<file path="src/rtl/spn_pkg.sv">
// Shared opcodes, scheduler states and request payload for the SPN request front-end.
package spn_pkg;

    localparam logic [1:0] OP_NOP = 2'b00;
    localparam logic [1:0] OP_ENC = 2'b01;
    localparam logic [1:0] OP_DEC = 2'b10;
    localparam logic [1:0] OP_ERR = 2'b11;

    localparam int unsigned DATA_W    = 16;
    localparam int unsigned KEY_W     = 32;
    // Tag field is sized for the widest tag any instance may use.
    localparam int unsigned TAG_MAX_W = 16;

    typedef enum logic [1:0] {
        IDLE,
        LOAD,
        ISSUE,
        CAPTURE
    } sched_state_e;

    typedef struct packed {
        logic [1:0]           op;
        logic [DATA_W-1:0]    data;
        logic [KEY_W-1:0]     key;
        logic [TAG_MAX_W-1:0] tag;
    } spn_req_t;

    function automatic logic op_is_legal(input logic [1:0] op);
        return (op == OP_ENC) || (op == OP_DEC);
    endfunction

endpackage

</file>
<file path="src/rtl/spn_req_fifo.sv">
// Synchronous request FIFO with registered occupancy; pointers wrap modulo DEPTH.
module spn_req_fifo #(
    parameter int unsigned WIDTH = 8,
    parameter int unsigned DEPTH = 4
) (
    input  logic             clk,
    input  logic             reset,
    input  logic             push_i,
    input  logic [WIDTH-1:0] push_data_i,
    input  logic             pop_i,
    output logic [WIDTH-1:0] head_o,
    output logic             full_o,
    output logic             empty_o
);

    localparam int unsigned PTR_W = $clog2(DEPTH);
    localparam int unsigned CNT_W = PTR_W + 1;

    logic [WIDTH-1:0] mem_q [DEPTH];
    logic [PTR_W-1:0] wr_ptr_q;
    logic [PTR_W-1:0] rd_ptr_q;
    logic [CNT_W-1:0] count_q;
    logic             do_push;
    logic             do_pop;

    assign full_o  = (count_q == CNT_W'(DEPTH));
    assign empty_o = (count_q == '0);
    assign do_push = push_i && !full_o;
    assign do_pop  = pop_i && !empty_o;
    assign head_o  = mem_q[rd_ptr_q];

    always_ff @(posedge clk or posedge reset) begin
        if (reset) begin
            wr_ptr_q <= '0;
            rd_ptr_q <= '0;
            count_q  <= '0;
        end else begin
            if (do_push) wr_ptr_q <= wr_ptr_q + PTR_W'(1);
            if (do_pop)  rd_ptr_q <= rd_ptr_q + PTR_W'(1);
            count_q <= count_q + CNT_W'(do_push) - CNT_W'(do_pop);
        end
    end

    // Storage needs no reset: occupancy alone decides what is valid.
    always_ff @(posedge clk) begin
        if (do_push) mem_q[wr_ptr_q] <= push_data_i;
    end

endmodule

</file>
<file path="src/rtl/spn_req_scheduler.sv">
// Request front-end for the SPN cipher unit: queues requests, sequences key/opcode
// timing to the unit and returns tagged responses over valid/ready.
module spn_req_scheduler
    import spn_pkg::*;
#(
    parameter int unsigned DEPTH = 4,
    parameter int unsigned TAG_W = 4
) (
    input  logic              clk,
    input  logic              reset,
    input  logic              req_valid_i,
    output logic              req_ready_o,
    input  logic [1:0]        req_op_i,
    input  logic [DATA_W-1:0] req_data_i,
    input  logic [KEY_W-1:0]  req_key_i,
    input  logic [TAG_W-1:0]  req_tag_i,
    output logic [1:0]        cu_opcode_o,
    output logic [DATA_W-1:0] cu_in_data_o,
    output logic [KEY_W-1:0]  cu_key_o,
    input  logic [DATA_W-1:0] cu_out_data_i,
    input  logic [1:0]        cu_valid_i,
    output logic              rsp_valid_o,
    input  logic              rsp_ready_i,
    output logic [DATA_W-1:0] rsp_data_o,
    output logic [1:0]        rsp_status_o,
    output logic [TAG_W-1:0]  rsp_tag_o
);

    spn_req_t          push_req;
    spn_req_t          head_req;
    logic              fifo_full;
    logic              fifo_empty;
    logic              pop;

    sched_state_e      state_q;
    logic              key_loaded_q;
    logic [1:0]        cu_opcode_q;
    logic [DATA_W-1:0] cu_in_data_q;
    logic [KEY_W-1:0]  cu_key_q;
    logic [1:0]        work_op_q;
    logic [DATA_W-1:0] work_data_q;
    logic [TAG_W-1:0]  work_tag_q;
    logic              rsp_valid_q;
    logic [DATA_W-1:0] rsp_data_q;
    logic [1:0]        rsp_status_q;
    logic [TAG_W-1:0]  rsp_tag_q;

    assign push_req = '{op: req_op_i, data: req_data_i, key: req_key_i,
                        tag: TAG_MAX_W'(req_tag_i)};

    spn_req_fifo #(
        .WIDTH ($bits(spn_req_t)),
        .DEPTH (DEPTH)
    ) u_fifo (
        .clk         (clk),
        .reset       (reset),
        .push_i      (req_valid_i),
        .push_data_i (push_req),
        .pop_i       (pop),
        .head_o      (head_req),
        .full_o      (fifo_full),
        .empty_o     (fifo_empty)
    );

    // A held response blocks the next pop, giving one bubble after each handshake.
    assign pop         = (state_q == IDLE) && !fifo_empty && !rsp_valid_q;
    assign req_ready_o = !fifo_full;

    always_ff @(posedge clk or posedge reset) begin
        if (reset) begin
            state_q      <= IDLE;
            key_loaded_q <= 1'b0;
            cu_opcode_q  <= OP_NOP;
            cu_in_data_q <= '0;
            cu_key_q     <= '0;
            work_op_q    <= OP_NOP;
            work_data_q  <= '0;
            work_tag_q   <= '0;
            rsp_valid_q  <= 1'b0;
            rsp_data_q   <= '0;
            rsp_status_q <= OP_NOP;
            rsp_tag_q    <= '0;
        end else begin
            if (rsp_valid_q && rsp_ready_i) rsp_valid_q <= 1'b0;

            unique case (state_q)
                IDLE: begin
                    if (pop) begin
                        work_op_q   <= head_req.op;
                        work_data_q <= head_req.data;
                        work_tag_q  <= TAG_W'(head_req.tag);
                        if (!op_is_legal(head_req.op)) begin
                            rsp_valid_q  <= 1'b1;
                            rsp_data_q   <= '0;
                            rsp_status_q <= OP_ERR;
                            rsp_tag_q    <= TAG_W'(head_req.tag);
                        end else if (key_loaded_q && (head_req.key == cu_key_q)) begin
                            // Round keys already settled: present the opcode right away.
                            cu_opcode_q  <= head_req.op;
                            cu_in_data_q <= head_req.data;
                            state_q      <= ISSUE;
                        end else begin
                            cu_key_q     <= head_req.key;
                            key_loaded_q <= 1'b1;
                            state_q      <= LOAD;
                        end
                    end
                end
                LOAD: begin
                    cu_opcode_q  <= work_op_q;
                    cu_in_data_q <= work_data_q;
                    state_q      <= ISSUE;
                end
                ISSUE: begin
                    cu_opcode_q <= OP_NOP;
                    state_q     <= CAPTURE;
                end
                CAPTURE: begin
                    rsp_valid_q  <= 1'b1;
                    rsp_data_q   <= cu_out_data_i;
                    rsp_tag_q    <= work_tag_q;
                    rsp_status_q <= (cu_valid_i == work_op_q) ? work_op_q : OP_ERR;
                    state_q      <= IDLE;
                end
                default: state_q <= IDLE;
            endcase
        end
    end

    assign cu_opcode_o  = cu_opcode_q;
    assign cu_in_data_o = cu_in_data_q;
    assign cu_key_o     = cu_key_q;
    assign rsp_valid_o  = rsp_valid_q;
    assign rsp_data_o   = rsp_data_q;
    assign rsp_status_o = rsp_status_q;
    assign rsp_tag_o    = rsp_tag_q;

endmodule

</file>
<file path="config.mk">
export PLATFORM = sky130hd
export DESIGN_NAME = spn_req_scheduler
export DESIGN_NICKNAME = d
export VERILOG_FILES = /design/src/rtl/spn_pkg.sv /design/src/rtl/spn_req_fifo.sv /design/src/rtl/spn_req_scheduler.sv
export SDC_FILE = /design/constraint.sdc
export NUM_CORES = 1
export LEC_CHECK = 0
export ABC_AREA = 1
export CAP_MARGIN = 20
export CORE_MARGIN = 2
export CORE_UTILIZATION = 60
export CTS_BUF_LIST = sky130_fd_sc_hd__clkbuf_4 sky130_fd_sc_hd__clkbuf_8
export CTS_CLUSTER_DIAMETER = 120
export DETAILED_ROUTE_END_ITERATION = 6
export PLACE_DENSITY = 0.81
export SETUP_SLACK_MARGIN = 0.4
export SYNTH_ARGS = -nofsm -noshare
export SYNTH_HDL_FRONTEND = slang
export SYNTH_HIERARCHICAL = 1
export SYNTH_SLANG_ARGS = --single-unit
</file>
<file path="constraint.sdc">
create_clock -name clk -period 7.85 [get_ports clk]
set_input_delay 1.1775 -clock clk [delete_from_list [all_inputs] [get_ports clk]]
set_output_delay 1.1775 -clock clk [all_outputs]
set_load 0.02 [all_outputs]
</file>
==> After elaboration in Yosys (flattened, before gate mapping) <==
Memories as Yosys holds them, arrays and structs flattened.
Cells that the tools add are included.
{ "op_classes": {"add_sub_neg": 4, "mux": 28, "bitwise": 1, "n_reduce_logical": 21, "eq_ne": 12} }
{ "op_table": {"columns": ["cell", "count"], "rows": [
  ["2-to-1 mux 16 bit", 5],
  ["one-hot mux 16 bit (2 select lines)", 2],
  ["== test 32 bit", 1],
  ["2-to-1 mux 2 bit", 9],
  ["AND reduction 4 bit", 3],
  ["2-to-1 mux 4 bit", 2],
  ["one-hot mux 2 bit (4 select lines)", 1],
  ["one-hot mux 4 bit (2 select lines)", 1],
  ["== test 2 bit, second input constant", 3],
  ["logical AND 1 bit", 6],
  ["!= test 2 x 1 -> 1 bit, second input constant", 3],
  ["one-hot mux 2 bit (3 select lines)", 1],
  ["2-to-1 mux 1 bit", 5],
  ["adder 2 x 1 -> 2 bit, second input constant", 2],
  ["== test 2 x 1 -> 1 bit, second input constant", 2],
  ["one-hot mux 2 bit (2 select lines)", 1],
  ["AND reduction 2 bit", 2],
  ["nonzero test 2 bit", 2],
  ["adder 3 x 1 -> 3 bit", 1],
  ["== test 3 bit, second input constant", 1],
  ["logical NOT 1 bit", 3],
  ["logical NOT 3 bit", 1],
  ["AND reduction 3 bit", 1],
  ["nonzero test 3 bit", 1],
  ["7 further kinds", 7]
]} }
{ "totals": {"output_inout_bits": 74, "elab_cells": 82, "reg_bits": 105, "ramBits": 216, "memories": 1, "inputBits": 76} }
{ "mem_list": {"columns": ["name", "words", "width", "rd", "rd_ports_with_merged_regs", "wr", "line_no", "rtl"], "rows": [
  ["u_fifo.mem_q", 4, 54, 1, 0, 1, "spn_req_fifo.sv:19", "logic [WIDTH-1:0] mem_q [DEPTH];"]
]} }

==> Depth between registers and ports, before layout <==
An unclocked memory read counts as a cell.
{ "logic_depth": {"depth_word": 7, "depth_mapped": 21, "mapped_depth_nobuf": 17} }

==> Hierarchy <==
The synthesis kept the hierarchy.
{ "modules_own_cells": {"columns": ["module", "area_per_inst_um2", "seq_area_each_um2", "cells_per_inst", "n_inst"], "rows": [
  ["spn_req_fifo", 10785.3, 8102.8, 895, 1],
  ["spn_req_scheduler", 4885.9, 2452.4, 626, 1]
]} }

==> Worst setup path before layout <==
Ideal clock, no wire load.
{ "synth_timing": {"path_type": "input to register", "startpoint": "input req_valid_i", "endpoint": "memory u_fifo/mem_q[0][0] (netlist bit) (enable)", "cell_stages": 2, "arrival_ns": 4.085, "n_path_buf": 0, "path_slack_ns": 3.274, "required_ns": 7.359, "setup_ns": 0.491, "cell_sequence": "nand2_1 -> nor2_1"} }
{ "synth_between": {"elab_chain_cells": 3} }
{ "synth_rtl": {"columns": ["element", "line_no", "rtl"], "rows": [
  ["start, declared", "spn_req_scheduler.sv:11", "input logic req_valid_i,"],
  ["logical AND 1 bit", "spn_req_fifo.sv:28", "assign do_push = push_i && !full_o;"],
  ["2-to-1 mux 1 bit", "spn_req_fifo.sv:46", "if (do_push) mem_q[wr_ptr_q] <= push_data_i;"],
  ["2-to-1 mux 1 bit (not written as such)", "spn_req_fifo.sv:46", null],
  ["end, declared", "spn_req_fifo.sv:19", null]
]} }
Every way passes these cells.

==> impl_metrics.tcl <==
set metrics [dict create \
    status "finished, final reports clean" \
    hp-class "flop to flop" \
    period_needed_ns 4.12 \
    path_clk_slew_ns 0.07 \
    row_count 55 \
    crit_arrival_ns 4.56 \
    highest_layer "met4" \
    clockRootBuffer "clkbuf_8" \
    place_ws_ns 3.81 \
    placed_cells 1747 \
    viasPerCell 5.44 \
    power_frac_seq_pct 38.6 \
    netlist_instances 1375 \
    dp_hpwl_um 19300 \
    antenna_found_initial 0 \
    first_pass_iters 6 \
    core_area_um2 22600 \
    grt_pass1_vias 9311 \
    p_leak_nw 7.00 \
    wl_met3_um 2150 \
    io_buffer_count 149 \
    fin_skew_ns 0.0283 \
    synth_warnings 6 \
    grt_remaining_overflow 0 \
    syn-num-nets 1463 \
    fin_util_pct 72.6 \
    max_stage_delay_ns 0.84 \
    drtIter0Drc 981 \
    power_density_nw_per_um2 405 \
    io_pins 150 \
    grt_start_max_net_pins 112 \
    path_cells "buf_4 -> nor2_1 -> nor2_1 -> o21ai_1 -> nand2_1 -> inv_1 -> nand2_1 -> o21ai_0 -> nor2_1 -> nand3_1 -> nor2_1 -> nand3_1 -> nand2_1 -> nand2_2 -> nand2_1 -> nand2_1" \
    n_antenna_cell 0 \
    max_cap_viol_count 0 \
    worstSetupEndpointType "flop" \
    insertion_delay_ns 0.57 \
    slew_viol_final 0 \
    wl_met2_um 15000 \
    synthToLayoutAreaGrowth_pct 18.8 \
    ant_nets 0 \
    tightest_slew_ns 1.05 \
    tns_ns 0 \
    via_count 10000 \
    gp_congestion 0.832 \
    dieArea_um2 24300 \
    start_kind "flop" \
    max_clock_freq_mhz 243 \
    post-cts-setup-buffer-count 0 \
    ir_worst_vdd_mv 0.212 \
    grt_pass1_wl_um 48400 \
    power_frac_comb_pct 40.3 \
    cts_hold_buf 0 \
    cp_common_cell "nand2_1" \
    slew_headroom_pct 29.9 \
    cts_max_level 2 \
    setup_violations 0 \
    fin_crit_sh_pct 52.5 \
    p_int_mw 3.96 \
    final_cells 1841 \
    wl_per_cell_um 16.8 \
    layout.nets 1603 \
    post_cts_resized 0 \
    ff_latch_area_um2 9120 \
    drc 0 \
    synth_area_um2 13800 \
    synth.avg_cell_area_um2 10.1 \
    layout_setup_ws_ns 3.73 \
    critical-path-slowest-cell "buf_4" \
    start_util_pct 61.1 \
    fin_hold_ws_ns 0.463 \
    cts_buffers 50 \
    power.switching_mw 2.69 \
    pwr-share-clk_pct 21.1 \
    clock-sinks 321 \
    die_h_um 156 \
    die_x_um 156 \
    critPathMaxFanout 111 \
    cts_tree "yes" \
    switching_share_pct 40.4 \
    multiInputGateArea_um2 3760 \
    drt-total-wl_um 31000 \
    final_layout_size_suffix_gt1_share_pct 7.26 \
    cts.path.max_buffers 3 \
    rsz0062_at_grt "false" \
    track_usage_pct 25.6 \
    hold_violations 0 \
    fillCellCount 1582 \
    crit_required_ns 8.29 \
    worstSetupPathType "flop to flop" \
    wl_met1_um 12900 \
]
[final cells by class]
cell class	count	area share, %
repair buffers	161	9.67
flip-flops and latches	321	55.5
clock buffers	73	5.51
well taps	285	2.17
multi-input cells	826	22.9
clock inverters	20	0.693
inverters	155	3.58
[metal layers]
metal | vias up | track usage [%]
met1 | 4744 | 34.5
met5 | - | 0
met4 | 0 | 9.70
met3 | 84 | 3.97
li1 | 4775 | -
met2 | 420 | 42.7
[critical path, delay by kind of cell (launching register included)]
kind | cells | cell delay (ns)
buffers and inverters | 2 | 0.89
AOI/OAI and AO/OA | 2 | 0.17
and+or+nand+nor | 12 | 1.99
DFF | 1 | 0.79
[state kept, by name, indices dropped and copies added (netlist names)]
name,count
u_fifo/mem_q,216
cu_key_o,32
cu_in_data_o,16
rsp_data_o,16
work_data_q,16
rsp_tag_o,4
work_tag_q,4
u_fifo/count_q,3
cu_opcode_o,2
rsp_status_o,2
state_q,2
u_fifo/rd_ptr_q,2
u_fifo/wr_ptr_q,2
work_op_q,2
key_loaded_q,1
rsp_valid_o,1
[cells in the final DEF (no fill, tap or decap), types with 12 or more instances in the layout]
master,instances
clkbuf_4,16
clkbuf_8,57
clkdlybuf4s50_1,149
clkinv_1,12
dfrtp_1,104
edfxtp_1,216
inv_1,149
nand2_1,395
nand3_1,43
nand4_1,32
nor2_1,134
o21ai_0,127
o21ai_1,43
[path summary, 6_finish.rpt]
kind | slack (ns) | from | cells after the start | to
max | 3.73 | u_fifo/rd_ptr_q[0]$_DFFE_PP0P_ | 16 | cu_in_data_o[12]$_DFFE_PP0P_
min | 0.46 | key_loaded_q$_DFFE_PP0P_ | 2 | key_loaded_q$_DFFE_PP0P_
max reg2reg | 3.73 | u_fifo/rd_ptr_q[0]$_DFFE_PP0P_ | 16 | cu_in_data_o[12]$_DFFE_PP0P_
min reg2reg | 0.46 | key_loaded_q$_DFFE_PP0P_ | 2 | key_loaded_q$_DFFE_PP0P_
max in group asynchronous | 5.60 | reset | 3 | rsp_data_o[5]$_DFFE_PP0P_
min in group asynchronous | 0.96 | reset | 2 | u_fifo/wr_ptr_q[0]$_DFFE_PP0P_
[metrics by stage]
step / total power [mW] / area [um2]
6_report: 6.65 / 16400
4_1_cts: 6.65 / 16400
3_3_place_gp: 5.14 / 15400
5_1_grt: 7.09 / 16400
2_1_floorplan: 4.43 / 13800
3_5_place_dp: 5.25 / 15400
[power by group through the flow]
stage               registers, mW  clock network [mW]  logic, mW
finish                       2.57                1.40       2.68
global route                 2.61                1.49       2.98
detailed placement           2.60                   0       2.65
global placement             2.58                   0       2.55
CTS                          2.57                1.42       2.67
floorplan                    2.68                   0       1.75
No activity file was read; power rests on OpenSTA's default activity.
==> RTL change 1, RTL diff (same settings) <==
Set the package constant `TAG_MAX_W` to 18 (it was 16).
--- a/src/rtl/spn_pkg.sv
+++ b/src/rtl/spn_pkg.sv
@@ -9,7 +9,7 @@
     localparam int unsigned DATA_W    = 16;
     localparam int unsigned KEY_W     = 32;
     // Tag field is sized for the widest tag any instance may use.
-    localparam int unsigned TAG_MAX_W = 16;
+    localparam int unsigned TAG_MAX_W = 18;
 
     typedef enum logic [1:0] {
         IDLE,
Behaviour: no difference found for any inputs over 4 cycles, from zero or initial values and one cycle with reset high; that may be too few to reach the edited logic, so the function may still have changed.
==> RTL change 1 against the unedited design <==
Design area is 0.18% lower; sequential cell count is the same; synthesized area rose by 0.26%; count of clock-buffer cells in the layout rose by 5; wire length shrank 5.9%; largest cell class unchanged; critical path type unchanged; critical endpoint is now cu_in_data_o[3]; worst setup slack better by 0.20 ns; total power decreased by 1.7%; cell count down 0.16%.
==> RTL change 1: results (changes against the unedited design) <==
======================================================================================
Leakage power ...........................................................      6.99 nW   was 7.00 nW
CP peak stage delay .....................................................      0.71 ns   was 0.84 ns
Multi-input gates .......................................................          826   unchanged
Weighted congestion reported at the end of routability-driven placement .        0.773   was 0.832
Ratio of final minimum period to clock period ...........................        0.499   was 0.525
Number of cells upsized or downsized after cts ..........................            0   unchanged
Area taken by flip-flops and latches ....................................     9120 um2   unchanged
Final routed wire length divided by cell count ..........................      15.9 um   was 16.8 um
# H-tree levels .........................................................            2   unchanged
Pin count of the biggest net entering global routing ....................           68   was 112
Layout buffering overhead excluding clock cells .........................       0.0969   was 0.0967
Violation count after the first detailed-routing iteration ..............          898   was 981
Cell area after placement ...............................................    15400 um2   about the same
Global routing usage summed across all routing layers ...................        0.245   was 0.256
Outcome ................................................................. finished, final reports clean   unchanged
Warnings from Yosys .....................................................            6   unchanged
Signal buffers ..........................................................          162   was 161
Worst reg-to-reg path cell count ........................................           12   was 16
Insertion delay of the later-clocked pin in the worst-skew pair .........      0.56 ns
Final Hold Slack ........................................................     0.471 ns   was 0.463 ns
First-pass GRT wire length ..............................................     47200 um   was 48400 um
Total DRC errors in the routed layout ...................................            0   unchanged
Clk cell area share .....................................................       0.0603   was 0.0620
Clock-pin slew on the worst setup and hold paths ........................      0.06 ns
Reg with most FFs ....................................................... u_fifo/mem_q   unchanged
Final-layout fill cell count ............................................         1533   was 1582
Fraction of area in multi-input gates ...................................        0.229   about the same
Transition time of the tightest slew-check pin ..........................     0.936 ns   was 1.05 ns
Final layout net count ..................................................         1603   unchanged
Setup fix buffers added after clock tree synthesis ......................            0   unchanged
Setup slack on the worst flop-to-flop path ..............................      3.94 ns   was 3.73 ns
Top Family by Delay on Critical Path .................................... simple AND/OR/NAND/NOR gates   unchanged
Total vias in the final route ...........................................         9747   was 10000
Worst VDD drop ..........................................................     0.251 mV   was 0.212 mV
Slowest stage cell on the critical path ................................. sky130_fd_sc_hd__nor2_4   was sky130_fd_sc_hd__buf_4
Maximum fanout along the worst path .....................................           67   was 111
Post-Syn Area per Cell ..................................................     10.1 um2   about the same
Initial antenna violation count .........................................            0   unchanged
Number of flip-flops under the largest register name ....................          216   unchanged
# clk buffers ...........................................................           78   was 73
Area occupied by multi-input gates ......................................     3760 um2   unchanged
Post-DR vias/cell .......................................................         5.30   was 5.44
Layout cells sized above 1 ..............................................       0.0734   was 0.0726
Instance count after placement with tap cells included ..................         1749   was 1747
Critical path data arrival time .........................................      4.34 ns   was 4.56 ns
Ant. Diodes .............................................................            0   unchanged
Number of global-route vias before repair ...............................         9569   was 9311
Clock skew ..............................................................    0.0278 ns   was 0.0283 ns
Count of non-CTS inverters in the layout ................................          155   unchanged
Half-perimeter wire length of the detailed placement result .............     17800 um   was 19300 um
Number of buffers added by the clock tree synthesis step ................           49   was 50
Setup slack at placement ................................................      3.97 ns   was 3.81 ns
======================================================================================
## RTL change 1: routing by layer
layer | vias to the layer above | part of all wire | GRT usage
li1 | 4751 | - | -
met1 | 4551 | 0.42 | 0.329
met2 | 394 | 0.48 | 0.408
met3 | 51 | 0.079 | 0.0453
met4 | 0 | 0.021 | 0.0817
met5 | - | 0 | 0
## RTL change 1: final timing paths
path	startpoint	to
worst max-delay path	u_fifo/rd_ptr_q[1]	cu_in_data_o[3]
worst min-delay path	cu_in_data_o[14]	cu_in_data_o[14]
max in group asynchronous	reset	cu_key_o[10]
worst min register to register	cu_in_data_o[14]	cu_in_data_o[14]
min in group asynchronous	reset	u_fifo/wr_ptr_q[0]
worst max register to register	u_fifo/rd_ptr_q[1]	cu_in_data_o[3]
## RTL change 1: power breakdown
part / internal, mW / switching (mW) / total, mW
registers: 2.29 / 0.247 / 2.54
clock network: 0.770 / 0.601 / 1.37
logic: 0.883 / 1.74 / 2.63
==> RTL change 2, RTL diff (same settings) <==
Made on the original files. Encoding of `sched_state_e`: now one-hot (4 bits for 4 states).
--- a/src/rtl/spn_pkg.sv
+++ b/src/rtl/spn_pkg.sv
@@ -11,11 +11,11 @@
     // Tag field is sized for the widest tag any instance may use.
     localparam int unsigned TAG_MAX_W = 16;
 
-    typedef enum logic [1:0] {
-        IDLE,
-        LOAD,
-        ISSUE,
-        CAPTURE
+    typedef enum logic [3:0] {
+        IDLE    = 4'b0001,
+        LOAD    = 4'b0010,
+        ISSUE   = 4'b0100,
+        CAPTURE = 4'b1000
     } sched_state_e;
 
     typedef struct packed {
Formal check against the unedited RTL: same outputs for any inputs over 4 cycles, from zero or initial values and one cycle with reset high; so few cycles prove little.
==> RTL change 2 against the unedited design <==
Via count decreased by 4.1%; total power shrank 4.7%; sequential cell count up 2; clock power is 4% lower; design area fell by 0.66%; clock skew fell by 0.010 ns; global-route usage decreased by 1.6 points; synthesized area is 0.55% lower; worst setup slack improved by 0.15 ns; wire length fell by 8.4%; critical endpoint is now cu_key_o[28].
==> RTL change 2: results (changes against the unedited design) <==
======================================================================================
Outcome ................................................................. finished, final reports clean   unchanged
Final layout net count ..................................................         1601   was 1603
Number of flip-flops under the largest register name ....................          216   unchanged
Beginning of the worst hold path ........................................ cu_in_data_o[0]   was key_loaded_q
Transition time of the tightest slew-check pin ..........................      1.04 ns   was 1.05 ns
# H-tree levels .........................................................            2   unchanged
Layout cells sized above 1 ..............................................       0.0757   was 0.0726
Clock skew ..............................................................    0.0179 ns   was 0.0283 ns
First-pass GRT wire length ..............................................     45600 um   was 48400 um
Half-perimeter wire length of the detailed placement result .............     17800 um   was 19300 um
Number of global-route vias before repair ...............................         9360   was 9311
Global routing usage summed across all routing layers ...................        0.240   was 0.256
Leakage power ...........................................................      7.01 nW   was 7.00 nW
Initial antenna violation count .........................................            0   unchanged
Root buffer cell ........................................................ sky130_fd_sc_hd__clkbuf_8   unchanged
Ant. Diodes .............................................................            0   unchanged
Total DRC errors in the routed layout ...................................            0   unchanged
Weighted congestion reported at the end of routability-driven placement .        0.805   was 0.832
Number of cells upsized or downsized after cts ..........................            0   unchanged
Violation count after the first detailed-routing iteration ..............          797   was 981
Critical path data arrival time .........................................      4.43 ns   was 4.56 ns
Insertion delay of the later-clocked pin in the worst-skew pair .........      0.57 ns   about the same
Final routed wire length divided by cell count ..........................      15.4 um   was 16.8 um
Setup fix buffers added after clock tree synthesis ......................            0   unchanged
Number of nets in the synthesized netlist ...............................         1452   was 1463
Pin count of the biggest net entering global routing ....................           90   was 112
Clock-pin slew on the worst setup and hold paths ........................      0.07 ns   about the same
Worst Setup SP .......................................................... u_fifo/rd_ptr_q[0]   unchanged
Min-Delay Path Class .................................................... flop to flop   unchanged
Reg with most FFs ....................................................... u_fifo/mem_q   unchanged
Maximum fanout along the worst path .....................................           89   was 111
Number of buffers added by the clock tree synthesis step ................           50   unchanged
IO Port Bufs ............................................................          149   unchanged
Number of buffers between clock root and the deepest sink ...............            3   unchanged
Setup slack on the worst flop-to-flop path ..............................      3.88 ns   was 3.73 ns
Warnings from Yosys .....................................................            6   unchanged
First drt pass iteration count ..........................................            5   was 6
Post-DR vias/cell .......................................................         5.21   was 5.44
Worst VDD drop ..........................................................     0.207 mV   was 0.212 mV
======================================================================================
-- RTL change 2: area by class of cell --
type,count,area (um2)
Timing Repair Buffer,158,1570
Clock inverter,20,86.3
Sequential cell,323,9170
Multi-Input combinational cell,807,3570
Inverter,178,676
Tap cell,285,357
Clock buffer,73,892
Fill cell,1580,6250
-- RTL change 2: path summary, 6_finish.rpt --
| check | to | cells past startpoint |
|---|---|---|
| min in group asynchronous | u_fifo/rd_ptr_q[1] | 2 |
| setup / recovery | cu_key_o[28] | 17 |
| setup reg to reg | cu_key_o[28] | 17 |
| hold reg to reg | cu_in_data_o[0] | 2 |
| hold / removal | cu_in_data_o[0] | 2 |
| max in group asynchronous | cu_in_data_o[0] | 3 |
-- RTL change 2: through the flow --
step,std cells,area (um2),hold WS (ns),setup WS [ns]
detailed placement,1750,15300,0.450,3.52
global route,1844,16300,0.488,3.50
floorplan,1369,13800,0.421,3.79
CTS,1843,16300,0.466,3.48
global placement,1750,15300,0.435,3.68
finish,1844,16300,0.466,3.88
-- RTL change 2: worst max-delay path: stages (launching register included) --
cell                      delay [ns]
sky130_fd_sc_hd__dfrtp_4        0.90
sky130_fd_sc_hd__buf_4          0.76
sky130_fd_sc_hd__nor2_1         0.14
sky130_fd_sc_hd__nor2_1         0.14
sky130_fd_sc_hd__o21ai_1        0.10
sky130_fd_sc_hd__nand2_1        0.13
sky130_fd_sc_hd__inv_1          0.06
sky130_fd_sc_hd__a21oi_1        0.17
sky130_fd_sc_hd__nand3_1        0.12
sky130_fd_sc_hd__nor2_1         0.11
sky130_fd_sc_hd__nand2_1        0.09
sky130_fd_sc_hd__nor2_2         0.13
sky130_fd_sc_hd__nand2_1        0.09
sky130_fd_sc_hd__nand3_2        0.33
sky130_fd_sc_hd__buf_12         0.26
sky130_fd_sc_hd__inv_2          0.13
sky130_fd_sc_hd__nand2_1        0.09
sky130_fd_sc_hd__nand2_1        0.05
-- RTL change 2: layer usage --
| layer | GRT usage | up-vias | share of wire |
|---|---|---|---|
| li1 | - | 4711 | - |
| met1 | 0.321 | 4513 | 0.43 |
| met2 | 0.398 | 334 | 0.48 |
| met3 | 0.0476 | 51 | 0.071 |
| met4 | 0.0804 | 0 | 0.021 |
| met5 | 0 | - | 0 |
-- RTL change 2: power by group --
part / total, mW / internal, mW / switching [mW]
clock: 1.35 / 0.729 / 0.618
sequential: 2.55 / 2.29 / 0.262
combinational: 2.44 / 0.842 / 1.59
total: 6.33 / 3.86 / 2.47
